===== config.mk =====
export PLATFORM = sky130hd
export DESIGN_NAME = lab3_cache_cache_mem_receiver
export DESIGN_NICKNAME = d
export VERILOG_FILES = /design/src/rtl/lab3_cache_cache_mem_receiver_pkg.sv /design/src/rtl/lab3_cache_cache_mem_receiver_control.sv /design/src/rtl/lab3_cache_cache_mem_receiver.sv
export SDC_FILE = /design/constraint.sdc
export NUM_CORES = 1
export LEC_CHECK = 0
export BUFFER_PORTS_ARGS = -buffer_cell sky130_fd_sc_hd__buf_2
export CORE_AREA = 4 4 236 238
export CTS_CLUSTER_SIZE = 16
export DETAILED_ROUTE_END_ITERATION = 7
export DIE_AREA = 0 0 240 242
export PLACE_DENSITY = 0.66
export SYNTH_ARGS = -nofsm -noshare
export SYNTH_HDL_FRONTEND = slang
export SYNTH_SLANG_ARGS = --single-unit

===== constraint.sdc =====
create_clock -name clk -period 4.45 [get_ports clk]
set_clock_uncertainty 0.05 [all_clocks]
set_input_delay 0 -clock clk [delete_from_list [all_inputs] [get_ports clk]]
set_output_delay 0 -clock clk [all_outputs]
set_load 0.01 [all_outputs]

===== src/rtl/lab3_cache_cache_mem_receiver_pkg.sv =====
// Shared geometry and state encoding for the cache memory-response receiver.
package lab3_cache_cache_mem_receiver_pkg;

  localparam int unsigned LINE_WORDS  = 16;
  localparam int unsigned WORD_BITS   = 32;
  localparam int unsigned LINE_BITS   = 512;
  localparam int unsigned OFFSET_BITS = 6;
  localparam int unsigned CNT_BITS    = 5;
  localparam int unsigned TAG_BITS    = 32 - OFFSET_BITS;

  localparam logic [0:0] RECV = 1'b0;
  localparam logic [0:0] DONE = 1'b1;

  function automatic logic [LINE_WORDS-1:0] slot_onehot(input logic [3:0] slot);
    return LINE_WORDS'(1) << slot;
  endfunction

endpackage


===== src/rtl/lab3_cache_cache_mem_receiver_control.sv =====
// Receiver FSM: collects beats in RECV, presents the line in DONE until taken.
module lab3_cache_CacheMemReceiver_Control
  import lab3_cache_cache_mem_receiver_pkg::*;
(
  input  logic clk,
  input  logic reset,
  input  logic istream_val,
  input  logic ostream_rdy,
  input  logic last_beat,
  output logic istream_rdy,
  output logic ostream_val,
  output logic accept,
  output logic line_release
);

  logic [0:0] state_q, state_d;

  always_ff @(posedge clk) begin
    if (reset) state_q <= RECV;
    else       state_q <= state_d;
  end

  always_comb begin
    state_d = state_q;
    if (state_q == RECV) begin
      if (accept && last_beat) state_d = DONE;
    end else begin
      if (ostream_rdy) state_d = RECV;
    end
  end

  assign istream_rdy  = (state_q == RECV);
  assign ostream_val  = (state_q == DONE);
  assign accept       = istream_val && istream_rdy;
  assign line_release = ostream_val && ostream_rdy;

endmodule


===== src/rtl/lab3_cache_cache_mem_receiver.sv =====
// Assembles 16 memory words into one 64-byte cache line and hands it downstream.
module lab3_cache_cache_mem_receiver
  import lab3_cache_cache_mem_receiver_pkg::*;
(
  input  logic                 clk,
  input  logic                 reset,
  input  logic                 istream_val,
  output logic                 istream_rdy,
  input  logic [31:0]          in_addr,
  input  logic [31:0]          in_data,
  output logic                 ostream_val,
  input  logic                 ostream_rdy,
  output logic [31:0]          out_addr,
  output logic [LINE_BITS-1:0] out_data
);

  logic [WORD_BITS-1:0]  slot_q [LINE_WORDS];
  logic [TAG_BITS-1:0]   tag_q;
  logic [CNT_BITS-1:0]   cnt_q;
  logic                  accept;
  logic                  line_release;
  logic                  last_beat;
  logic [LINE_WORDS-1:0] slot_we;
  logic                  unused_in_addr_lsb;

  assign unused_in_addr_lsb = ^in_addr[1:0];
  assign last_beat          = (cnt_q == CNT_BITS'(LINE_WORDS - 1));
  assign slot_we            = accept ? slot_onehot(in_addr[5:2]) : '0;

  lab3_cache_CacheMemReceiver_Control u_ctrl (
    .clk          (clk),
    .reset        (reset),
    .istream_val  (istream_val),
    .ostream_rdy  (ostream_rdy),
    .last_beat    (last_beat),
    .istream_rdy  (istream_rdy),
    .ostream_val  (ostream_val),
    .accept       (accept),
    .line_release (line_release)
  );

  // Handshake clears the line so slots never written by the next line read 0.
  always_ff @(posedge clk) begin
    if (reset || line_release) begin
      cnt_q <= '0;
      tag_q <= '0;
      for (int unsigned i = 0; i < LINE_WORDS; i++) slot_q[i] <= '0;
    end else if (accept) begin
      cnt_q <= cnt_q + CNT_BITS'(1);
      if (cnt_q == '0) tag_q <= in_addr[31:OFFSET_BITS];
      for (int unsigned i = 0; i < LINE_WORDS; i++) begin
        if (slot_we[i]) slot_q[i] <= in_data;
      end
    end
  end

  always_comb begin
    out_addr = '0;
    out_data = '0;
    if (ostream_val) begin
      out_addr = {tag_q, OFFSET_BITS'(0)};
      for (int unsigned i = 0; i < LINE_WORDS; i++) begin
        out_data[i*WORD_BITS +: WORD_BITS] = slot_q[i];
      end
    end
  end

endmodule


### After elaboration in Yosys (flattened, before gate mapping)

Memory sizes are Yosys's and may differ from the RTL's.
Index checks and enable logic that the tools add are counted.

| storage, ports and cells | value |
|---|---|
| register bits | 32 |
| bits in latches | 0 |
| bits in writable memories | 512 |
| memory bits (read-only) | 0 |
| bits of input ports | 68 |
| output and inout port bits | 546 |
| word-level logic and storage cells | 118 |
| memories | 1 |

| cells by class | value |
|---|---|
| $add $sub $neg | 1 |
| $mul | 0 |
| divide/modulo/power cells | 0 |
| $lt $le $gt $ge | 0 |
| equal/unequal tests | 1 |
| shifts and indexed selects | 1 |
| muxes and demuxes | 88 |
| bitwise gates (word level) | 17 |
| reductions and logical operators | 6 |

Memories:

| memory | words | width | read ports | clocked after Yosys merged registers in | wr ports | line | RTL |
|---|---|---|---|---|---|---|---|
| slot_q | 16 | 32 | 16 | 0 | 16 | lab3_cache_cache_mem_receiver.sv:17 | `logic [WORD_BITS-1:0] slot_q [LINE_WORDS];` |

Operators by type and width:

| cell | count |
|---|---|
| $mux W32 | 17 |
| $mux W512 | 1 |
| $mux W1 | 69 |
| $mux W16 | 1 |
| $or A1 B1 Y1 | 16 |
| $shl A1 B4 Y16 const A | 1 |
| $add A5 B1 Y5 const B | 1 |
| $eq A5 B4 Y1 const B | 1 |
| $logic_not A5 Y1 | 1 |
| $logic_and A1 B1 Y1 | 3 |
| $reduce_and A2 Y1 | 1 |
| $logic_or A1 B1 Y1 | 1 |
| $not A1 Y1 | 1 |

### Longest topological paths before layout

Gate-level depths: netlist of run 1.

| depth | value |
|---|---|
| word-level depth | 8 |
| depth in mapped cells | 7 |
| mapped depth without buffers | 5 |

### Cells and area by module

From an unflattened synthesis of run 1, not the netlist that was laid out.

| second synthesis, totals | value |
|---|---|
| cells, all modules | 1759 |
| area, all modules | 22263.9 µm² |

Modules (own cells, without submodules):

| module | times used | cells an instance | area each (µm²) | sequential area each (µm²) |
|---|---|---|---|---|
| lab3_cache_cache_mem_receiver | 1 | 1752 | 22205.0 | 15995.3 |
| lab3_cache_CacheMemReceiver_Control | 1 | 7 | 58.8 | 20.0 |

### Worst setup path before layout of run 1

No wires, ideal clock.

| path | value |
|---|---|
| kind | register -> register |
| start point | reg u_ctrl.state_q (netlist: u_ctrl.ostream_val) |
| end point | mem slot_q[12][0] (netlist: slot_q[1][128]), enable pin |
| library setup time | 0.470 ns |
| arrival time | 3.315 ns |
| required time | 3.930 ns |
| slack | 0.615 ns |
| cell stages (with the launch flop) | 6 |
| path buffers | 2 |
| period minus slack after synthesis | 3.835 ns |
| cells stage by stage | dfxtp_1 > buf_2 > nor2b_1 > clkbuf_1 > nand3_1 > o31ai_1 |

RTL lines:

| item | line | RTL |
|---|---|---|
| from (decl) | lab3_cache_cache_mem_receiver_control.sv:16 | `logic [0:0] state_q, state_d;` |
| from (signal assigned) | lab3_cache_cache_mem_receiver_control.sv:20 | `else state_q <= state_d;` |
| to (decl) | lab3_cache_cache_mem_receiver.sv:17 |  |

==> results.sh, run 1 <==
export IMPL_status="finished clean"
export IMPL_max_stage_delay_ns=0.88
export IMPL_grt_pass1_wl_um=99000
export IMPL_vdd_drop_max_v=0.000309
export IMPL_hpwl_um=45200
export IMPL_hold_class="in2reg"
export IMPL_grt_pass1_vias=15300
export IMPL_ff2ff_path_depth=3
export IMPL_finalNetCount=2404
export IMPL_mostFrequentLayoutCell="buf_2"
export IMPL_ys_types=31
export IMPL_numCtsBuffers=53
export IMPL_synth_xor_area_frac=0.000393
export IMPL_syn_area_sq_um=22300
export IMPL_synthAdderAreaFrac=0.00169
export IMPL_end_kind="flip-flop"
export IMPL_rrSetupSlack_ns=1.29
export IMPL_synth_area_mux_share=0
export IMPL_cts_hold_buf=30
export IMPL_syn_area_per_cell_sq_um=12.6
export IMPL_cp_slowest_cell="dfxtp_4"
export IMPL_die_h_um=242
export IMPL_port_buffers=605
export IMPL_cts_resized=0
export IMPL_finalCritPeriodShare=0.711
export IMPL_ant_nets=0
export IMPL_die_w_um=240
export IMPL_power_leakage_nw=12.2
export IMPL_arrival_ns=3.22
export IMPL_cts_tree="done"
export IMPL_power_w=0.0109
export IMPL_final_max_slew_violation_count=0
export IMPL_cp_cell_sequence="and4bb_2 > nand2_2 > nand2_2"
export IMPL_grt_use_total=0.226
export IMPL_fin_crit_ns=3.16
export IMPL_worst_pin_slew_ns=1.21
export IMPL_cts_setup_buffers=0
export IMPL_synthCells=1762
export IMPL_htree_levels=2
export IMPL_cts_sinks=544
export IMPL_crit_top_cell="nand2_2"
export IMPL_via_per_inst=4.99
export IMPL_hold_viol=0
export IMPL_crit_start="u_ctrl.ostream_val$_SDFF_PP0_"
export IMPL_synth_compound_area_share=0.0157
export IMPL_finalWirelength_um=68000
export IMPL_synth_seq_cells=544
export IMPL_initial_core_util=0.415
export IMPL_gp_congestion=0.832
export IMPL_regArea_sq_um=16000
export IMPL_wl_per_cell_um=22.1
export IMPL_synth_top_family_by_area="simple AND/OR/NAND/NOR gates"
export IMPL_antenna_found_initial=1
export IMPL_yosys_area_share_simple=0.228
export IMPL_drt_iter0_markers=973
export IMPL_fillers=4687
export IMPL_setup_tns_ns=0
export IMPL_regToRegEndpoint="slot_q[1][46]$_SDFFCE_PN0P_"
export IMPL_drive_above_1_share=0.304
export IMPL_vias=15300
export IMPL_clock_latency_ns=0.58
export IMPL_cts_path_max_buffers=3
export IMPL_ios=614
export IMPL_relSlewSlack=0.196
export IMPL_layout_common_cells="buf_2, and2_1, edfxtp_1, nor2_1, clkbuf_16"
export IMPL_crit_path_start_kind="flip-flop"
export IMPL_syn_to_final_growth_pct=25.1
export IMPL_coreArea_sq_um=53600
export IMPL_crit_type="reg2reg"
export IMPL_cap_violations=0
export IMPL_fmax_mhz=316
export IMPL_cts_clk_slew_worst_paths_ns=0.07
export IMPL_multi_input_area_sq_um=5600
export IMPL_cellPowerDensity_nw_per_um2=392
export IMPL_setup_viol=0
export IMPL_row_count=85
export IMPL_grt_max_degree=305
export IMPL_dr_pass1_iters=7
export IMPL_r2r_start="u_ctrl.ostream_val$_SDFF_PP0_"
export IMPL_die_area_sq_um=58100
export IMPL_rsz0062_at_grt="false"
export IMPL_root_buffer="clkbuf_16"
export IMPL_yosysSeqAreaShare=0.719
export IMPL_endpoint="slot_q[1][46]$_SDFFCE_PN0P_"
export IMPL_cp_max_fo=98
export IMPL_crit_required_ns=4.51
export IMPL_yosysWarnings=0
export IMPL_drc=0
export IMPL_grt_remaining_overflow=0
-- where the power goes --
| part | switching, W | internal [W] | leakage, nW |
|---|---|---|---|
| logic | 0.000355 | 0.0000863 | 6.17 |
| clock network | 0.00188 | 0.00256 | 0.827 |
| registers | 0.0000861 | 0.00596 | 5.19 |
| total | 0.00232 | 0.00861 | 12.2 |
-- cells by family after synthesis --
logic type / after synthesis
AO/OA/AOI/OAI: 66
buffers and inverters: 186
other: 1
flip-flops: 544
XOR/XNOR: 1
adder cells (fa/ha/maj): 3
AND/OR/NAND/NOR: 961
-- cell usage after synthesis --
cell | n | area [sq um]
clkbuf_1 | 109 | 409
a21oi_1 | 30 | 150
or3_1 | 1 | 6.26
xor2_1 | 1 | 8.76
inv_1 | 37 | 139
o21ai_1 | 18 | 90.1
nand2b_1 | 2 | 12.5
a21oi_2 | 1 | 8.76
o21ai_2 | 2 | 17.5
a211oi_1 | 1 | 7.51
buf_1 | 2 | 7.51
conb_1 | 1 | 3.75
nand2_1 | 55 | 206
o31ai_1 | 1 | 7.51
and2_1 | 538 | 3370
nor2_1 | 324 | 1220
a21o_1 | 1 | 7.51
and4bb_2 | 2 | 25.0
buf_4 | 7 | 52.6
dfxtp_1 | 32 | 641
and3_1 | 1 | 6.26
nand3b_1 | 2 | 15.0
o21ai_0 | 12 | 60.1
nor4b_4 | 2 | 47.6
buf_6 | 2 | 22.5
ha_1 | 3 | 37.5
buf_2 | 29 | 145
or4b_1 | 1 | 10.0
edfxtp_1 | 512 | 15400
nor2b_1 | 3 | 18.8
nand3_1 | 30 | 150
-- sequential cells by signal, indices dropped and copies added (netlist names) --
signal,count
tag_q,26
cnt_q,5
u_ctrl.ostream_val,1
slot_q,512
-- layer usage --
metal  share of wire  track usage  up-vias  routed length (um)
li1                -            -     6953                   -
met1            0.38        0.276     7612               25900
met2            0.52        0.403      620               35200
met3           0.073       0.0494      118                4930
met4           0.029       0.0650        0                1950
met5               0            0        -                   0
-- worst min path at each step --
| stage | slack, ns | from | depth (start not counted) | end |
|---|---|---|---|---|
| after floorplan | 0.09 | istream_val | 2 | u_ctrl.ostream_val$_SDFF_PP0_ |
| after global placement | 0.20 | in_addr[13] | 3 | tag_q[7]$_SDFFE_PP0P_ |
| final | 0.06 | in_addr[5] | 3 | slot_q[1][73]$_DFFE_PP_ |
| after detailed placement | 0.21 | in_addr[15] | 3 | tag_q[9]$_SDFFE_PP0P_ |
| after global routing | 0.06 | in_addr[5] | 3 | slot_q[1][72]$_DFFE_PP_ |
| after CTS | 0.01 | in_addr[5] | 3 | slot_q[1][72]$_DFFE_PP_ |
-- area by class of cell --
class	count	area share
diodes	1	0.0000898
clock buffers	73	0.0533
clock inverters	21	0.00750
inverters	37	0.00499
multi-input cells	1037	0.201
flip-flops and latches	544	0.575
well taps	696	0.0313
repair buffers	660	0.127
-- per-stage QoR --
step           instances   util  area [sq um]  setup WS (ns)  hold slack, ns
2_1_floorplan       1767      -         22300          0.615          0.0906
3_3_place_gp        2944  0.482         25900           1.30           0.204
3_5_place_dp        2944  0.482         25900           1.29           0.209
4_1_cts             3068  0.520         27800           1.23          0.0136
5_1_grt             3069  0.520         27900          0.990          0.0558
6_report            3069  0.520         27900           1.29          0.0572
-- critical path: cells and delay by family (launching register included) --
kind / cells / cell delay, ns
flip-flops: 1 / 0.88
AND/OR/NAND/NOR: 3 / 1.67
Power figures use the tool's default switching activity.
==> run 2: changes to the inputs <==
--- a/config.mk
+++ b/config.mk
@@ -5,12 +5,13 @@
 export SDC_FILE = /design/constraint.sdc
 export NUM_CORES = 1
 export LEC_CHECK = 0
+export ABC_AREA = 1
 export BUFFER_PORTS_ARGS = -buffer_cell sky130_fd_sc_hd__buf_2
 export CORE_AREA = 4 4 236 238
 export CTS_CLUSTER_SIZE = 16
 export DETAILED_ROUTE_END_ITERATION = 7
 export DIE_AREA = 0 0 240 242
-export PLACE_DENSITY = 0.66
+export PLACE_DENSITY = 0.68
 export SYNTH_ARGS = -nofsm -noshare
 export SYNTH_HDL_FRONTEND = slang
 export SYNTH_SLANG_ARGS = --single-unit
==> constraint.sdc (replaced) <==
create_clock -name clk -period 3.2 [get_ports clk]
set_clock_uncertainty 0.05 [all_clocks]
set_input_delay 0 -clock clk [delete_from_list [all_inputs] [get_ports clk]]
set_output_delay 0 -clock clk [all_outputs]
set_load 0.01 [all_outputs]
==> run 2 against run 1 <==
Compared with the run above:
- worst hold slack worse by 0.0018 ns
- synthesized cell count is 37% higher
- clock power is 36% higher
- total power is 37% higher
- sequential cell count stayed put
- cell area is 7.5% higher
- utilization is 3.9 points higher
- wire length is 2.2% higher
==> results.sh, run 2 <==
export IMPL_cts_sinks=544
export IMPL_finalWirelength_um=69400
export IMPL_rsz0062_at_grt="false"
export IMPL_cp_max_fo=32
export IMPL_via_per_inst=4.71
export IMPL_synth_largest_area_cell="edfxtp_1"
export IMPL_fin_crit_ns=2.83
export IMPL_setup_tns_ns=0
export IMPL_synthCells=2416
export IMPL_yosysSeqAreaShare=0.679
export IMPL_met1_length_um=27500
export IMPL_max_stage_delay_ns=0.68
export IMPL_multi_input_area_sq_um=4490
export IMPL_yosysMostFrequentCell="inv_1"
export IMPL_die_area_sq_um=58100
export IMPL_grt_pass1_wl_um=104000
export IMPL_top_register="slot_q"
export IMPL_coreArea_sq_um=53600
export IMPL_top_regs="slot_q (512), tag_q (26), cnt_q (5)"
export IMPL_arrival_ns=2.92
export IMPL_port_buffers=605
export IMPL_end_kind="flip-flop"
export IMPL_grt_max_degree=242
export IMPL_layout_common_cells="inv_1, nand2_1, buf_2, edfxtp_1, nor2_1"
export IMPL_yosysTopAreaCellShare=0.652
export IMPL_setup_viol=0
export IMPL_hpwl_um=49100
export IMPL_synth_common_cells="inv_1, nand2_1, edfxtp_1"
export IMPL_clock_latency_ns=0.59
export IMPL_cts_tree="done"
export IMPL_wl_per_cell_um=18.1
export IMPL_relSlewSlack=0.191
export IMPL_fmax_mhz=353
export IMPL_drc=0
export IMPL_ys_flop_type="edfxtp_1"
export IMPL_cts_resized=0
export IMPL_crit_path_start_kind="flip-flop"
export IMPL_crit_required_ns=3.28
export IMPL_drt_iter0_markers=1579
export IMPL_syn_area_per_cell_sq_um=9.77
export IMPL_power_leakage_nw=17.8
export IMPL_cts_clk_slew_worst_paths_ns=0.06
export IMPL_dr_pass1_iters=5
export IMPL_synth_edff_count=512
export IMPL_crit_type="reg2reg"
export IMPL_syn_area_sq_um=23600
export IMPL_cap_violations=0
export IMPL_finalNetCount=3167
export IMPL_numCtsBuffers=55
export IMPL_ys_types=25
export IMPL_cp_cell_sequence="a21oi_4 > dlygate4sd3_1 > buf_12 > nand2_2"
export IMPL_cellPowerDensity_nw_per_um2=501
export IMPL_worst_pin_slew_ns=1.21
export IMPL_hold_class="in2reg"
export IMPL_grt_pass1_vias=17700
export IMPL_vdd_drop_max_v=0.000372
export IMPL_yosysWarnings=0
export IMPL_regArea_sq_um=16000
export IMPL_ant_nets=0
export IMPL_status="finished clean"
export IMPL_final_max_slew_violation_count=0
export IMPL_die_h_um=242
export IMPL_cp_top_family="buffers and inverters"
export IMPL_critPathBufInv=2
export IMPL_cts_setup_buffers=0
export IMPL_row_count=85
export IMPL_antenna_found_initial=4
export IMPL_fillers=4594
export IMPL_synth_area_leaders="edfxtp_1, inv_1, nand2_1, nor2_1, dfxtp_1"
export IMPL_gp_congestion=0.868
export IMPL_syn_to_final_growth_pct=26.9
export IMPL_htree_levels=2
export IMPL_cts_path_max_buffers=3
export IMPL_ios=614
export IMPL_vias=18000
export IMPL_dr_wl_met3_um=6110
export IMPL_root_buffer="clkbuf_16"
export IMPL_drive_above_1_share=0.269
export IMPL_grt_use_total=0.232
export IMPL_dr_wl_met2_um=33500
export IMPL_largest_register_ffs=512
export IMPL_mostFrequentLayoutCell="inv_1"
export IMPL_async_reset_ff_frac=0
export IMPL_cp_slowest_cell="dlygate4sd3_1"
export IMPL_synth_seq_cells=544
export IMPL_finalCritPeriodShare=0.885
export IMPL_power_w=0.0150
export IMPL_hold_viol=0
export IMPL_highest_layer="met5"
export IMPL_grt_remaining_overflow=0
export IMPL_cts_hold_buf=86
export IMPL_initial_core_util=0.440
export IMPL_die_w_um=240
==> run 2: changes by cell type in the layout (fill, tap and decap cells not counted), moves of 18 or more <==
cell and delta:
inv_1 +655, nand2_1 +570, and2_1 -538, nor2_2 +77, dlygate4sd3_1 +56, nor2_1 -45
a21oi_1 -26, o21ai_1 -18
==> run 2: path summary, 6_finish.rpt <==
path | startpoint | to | slack [ns] | depth (start not counted)
worst max-delay path | u_ctrl.ostream_val$_SDFF_PP0_ | slot_q[0][202]$_SDFFCE_PN0P_ | 0.37 | 4
worst min-delay path | ostream_rdy | tag_q[14]$_SDFFE_PP0P_ | 0.06 | 5
worst max register to register | u_ctrl.ostream_val$_SDFF_PP0_ | slot_q[0][202]$_SDFFCE_PN0P_ | 0.37 | 4
worst min register to register | cnt_q[1]$_SDFFE_PP0P_ | cnt_q[1]$_SDFFE_PP0P_ | 0.47 | 2
==> run 2: cell type report <==
cell class / instances / area share
Multi-Input combinational cell: 1067 / 0.150
Sequential cell: 544 / 0.535
Antenna cell: 3 / 0.000251
Clock buffer: 66 / 0.0481
Inverter: 694 / 0.0872
Tap cell: 696 / 0.0291
Clock inverter: 30 / 0.00757
Timing Repair Buffer: 734 / 0.143
==> run 2: logic make-up after synthesis <==
group	after synthesis	synth area share
simple gates	1041	0.179
flops	544	0.679
compound gates	17	0.00371
fa+ha+maj	3	0.00159
other cells	1	0.000159
buf+inv	810	0.137
==> run 2: layer usage <==
layer | GRT usage | vias to the layer above
met5 | 0 | -
met4 | 0.0789 | 2
met3 | 0.0536 | 126
met2 | 0.385 | 831
met1 | 0.300 | 8646
li1 | - | 8437
==> run 2: where the power goes <==
group	internal (W)	total (W)	leakage (nW)	switching, W
Clock	0.00336	0.00603	0.801	0.00267
Sequential	0.00812	0.00821	5.70	0.0000993
Combinational	0.000215	0.000756	11.3	0.000541
Total	0.0117	0.0150	17.8	0.00331
==> run 2: stage by stage <==
step | hold WS, ns | std cells | area [sq um] | worst slack, ns | utilization
finish | 0.0554 | 3834 | 29900 | 0.367 | 0.558
global route | 0.0788 | 3834 | 29900 | 0.244 | 0.558
CTS | 0.0118 | 3831 | 29900 | 0.327 | 0.558
detailed placement | 0.265 | 3649 | 27400 | 0.824 | 0.511
global placement | 0.266 | 3649 | 27400 | 0.853 | 0.511
floorplan | 0.106 | 2421 | 23600 | -0.440 | -
==> run 2: tightest hold or removal path, stage by stage <==
cell and delay (ns):
buf_2 0.10, a21oi_4 0.14, buf_4 0.24, nand2_1 0.11, nor2_1 0.04
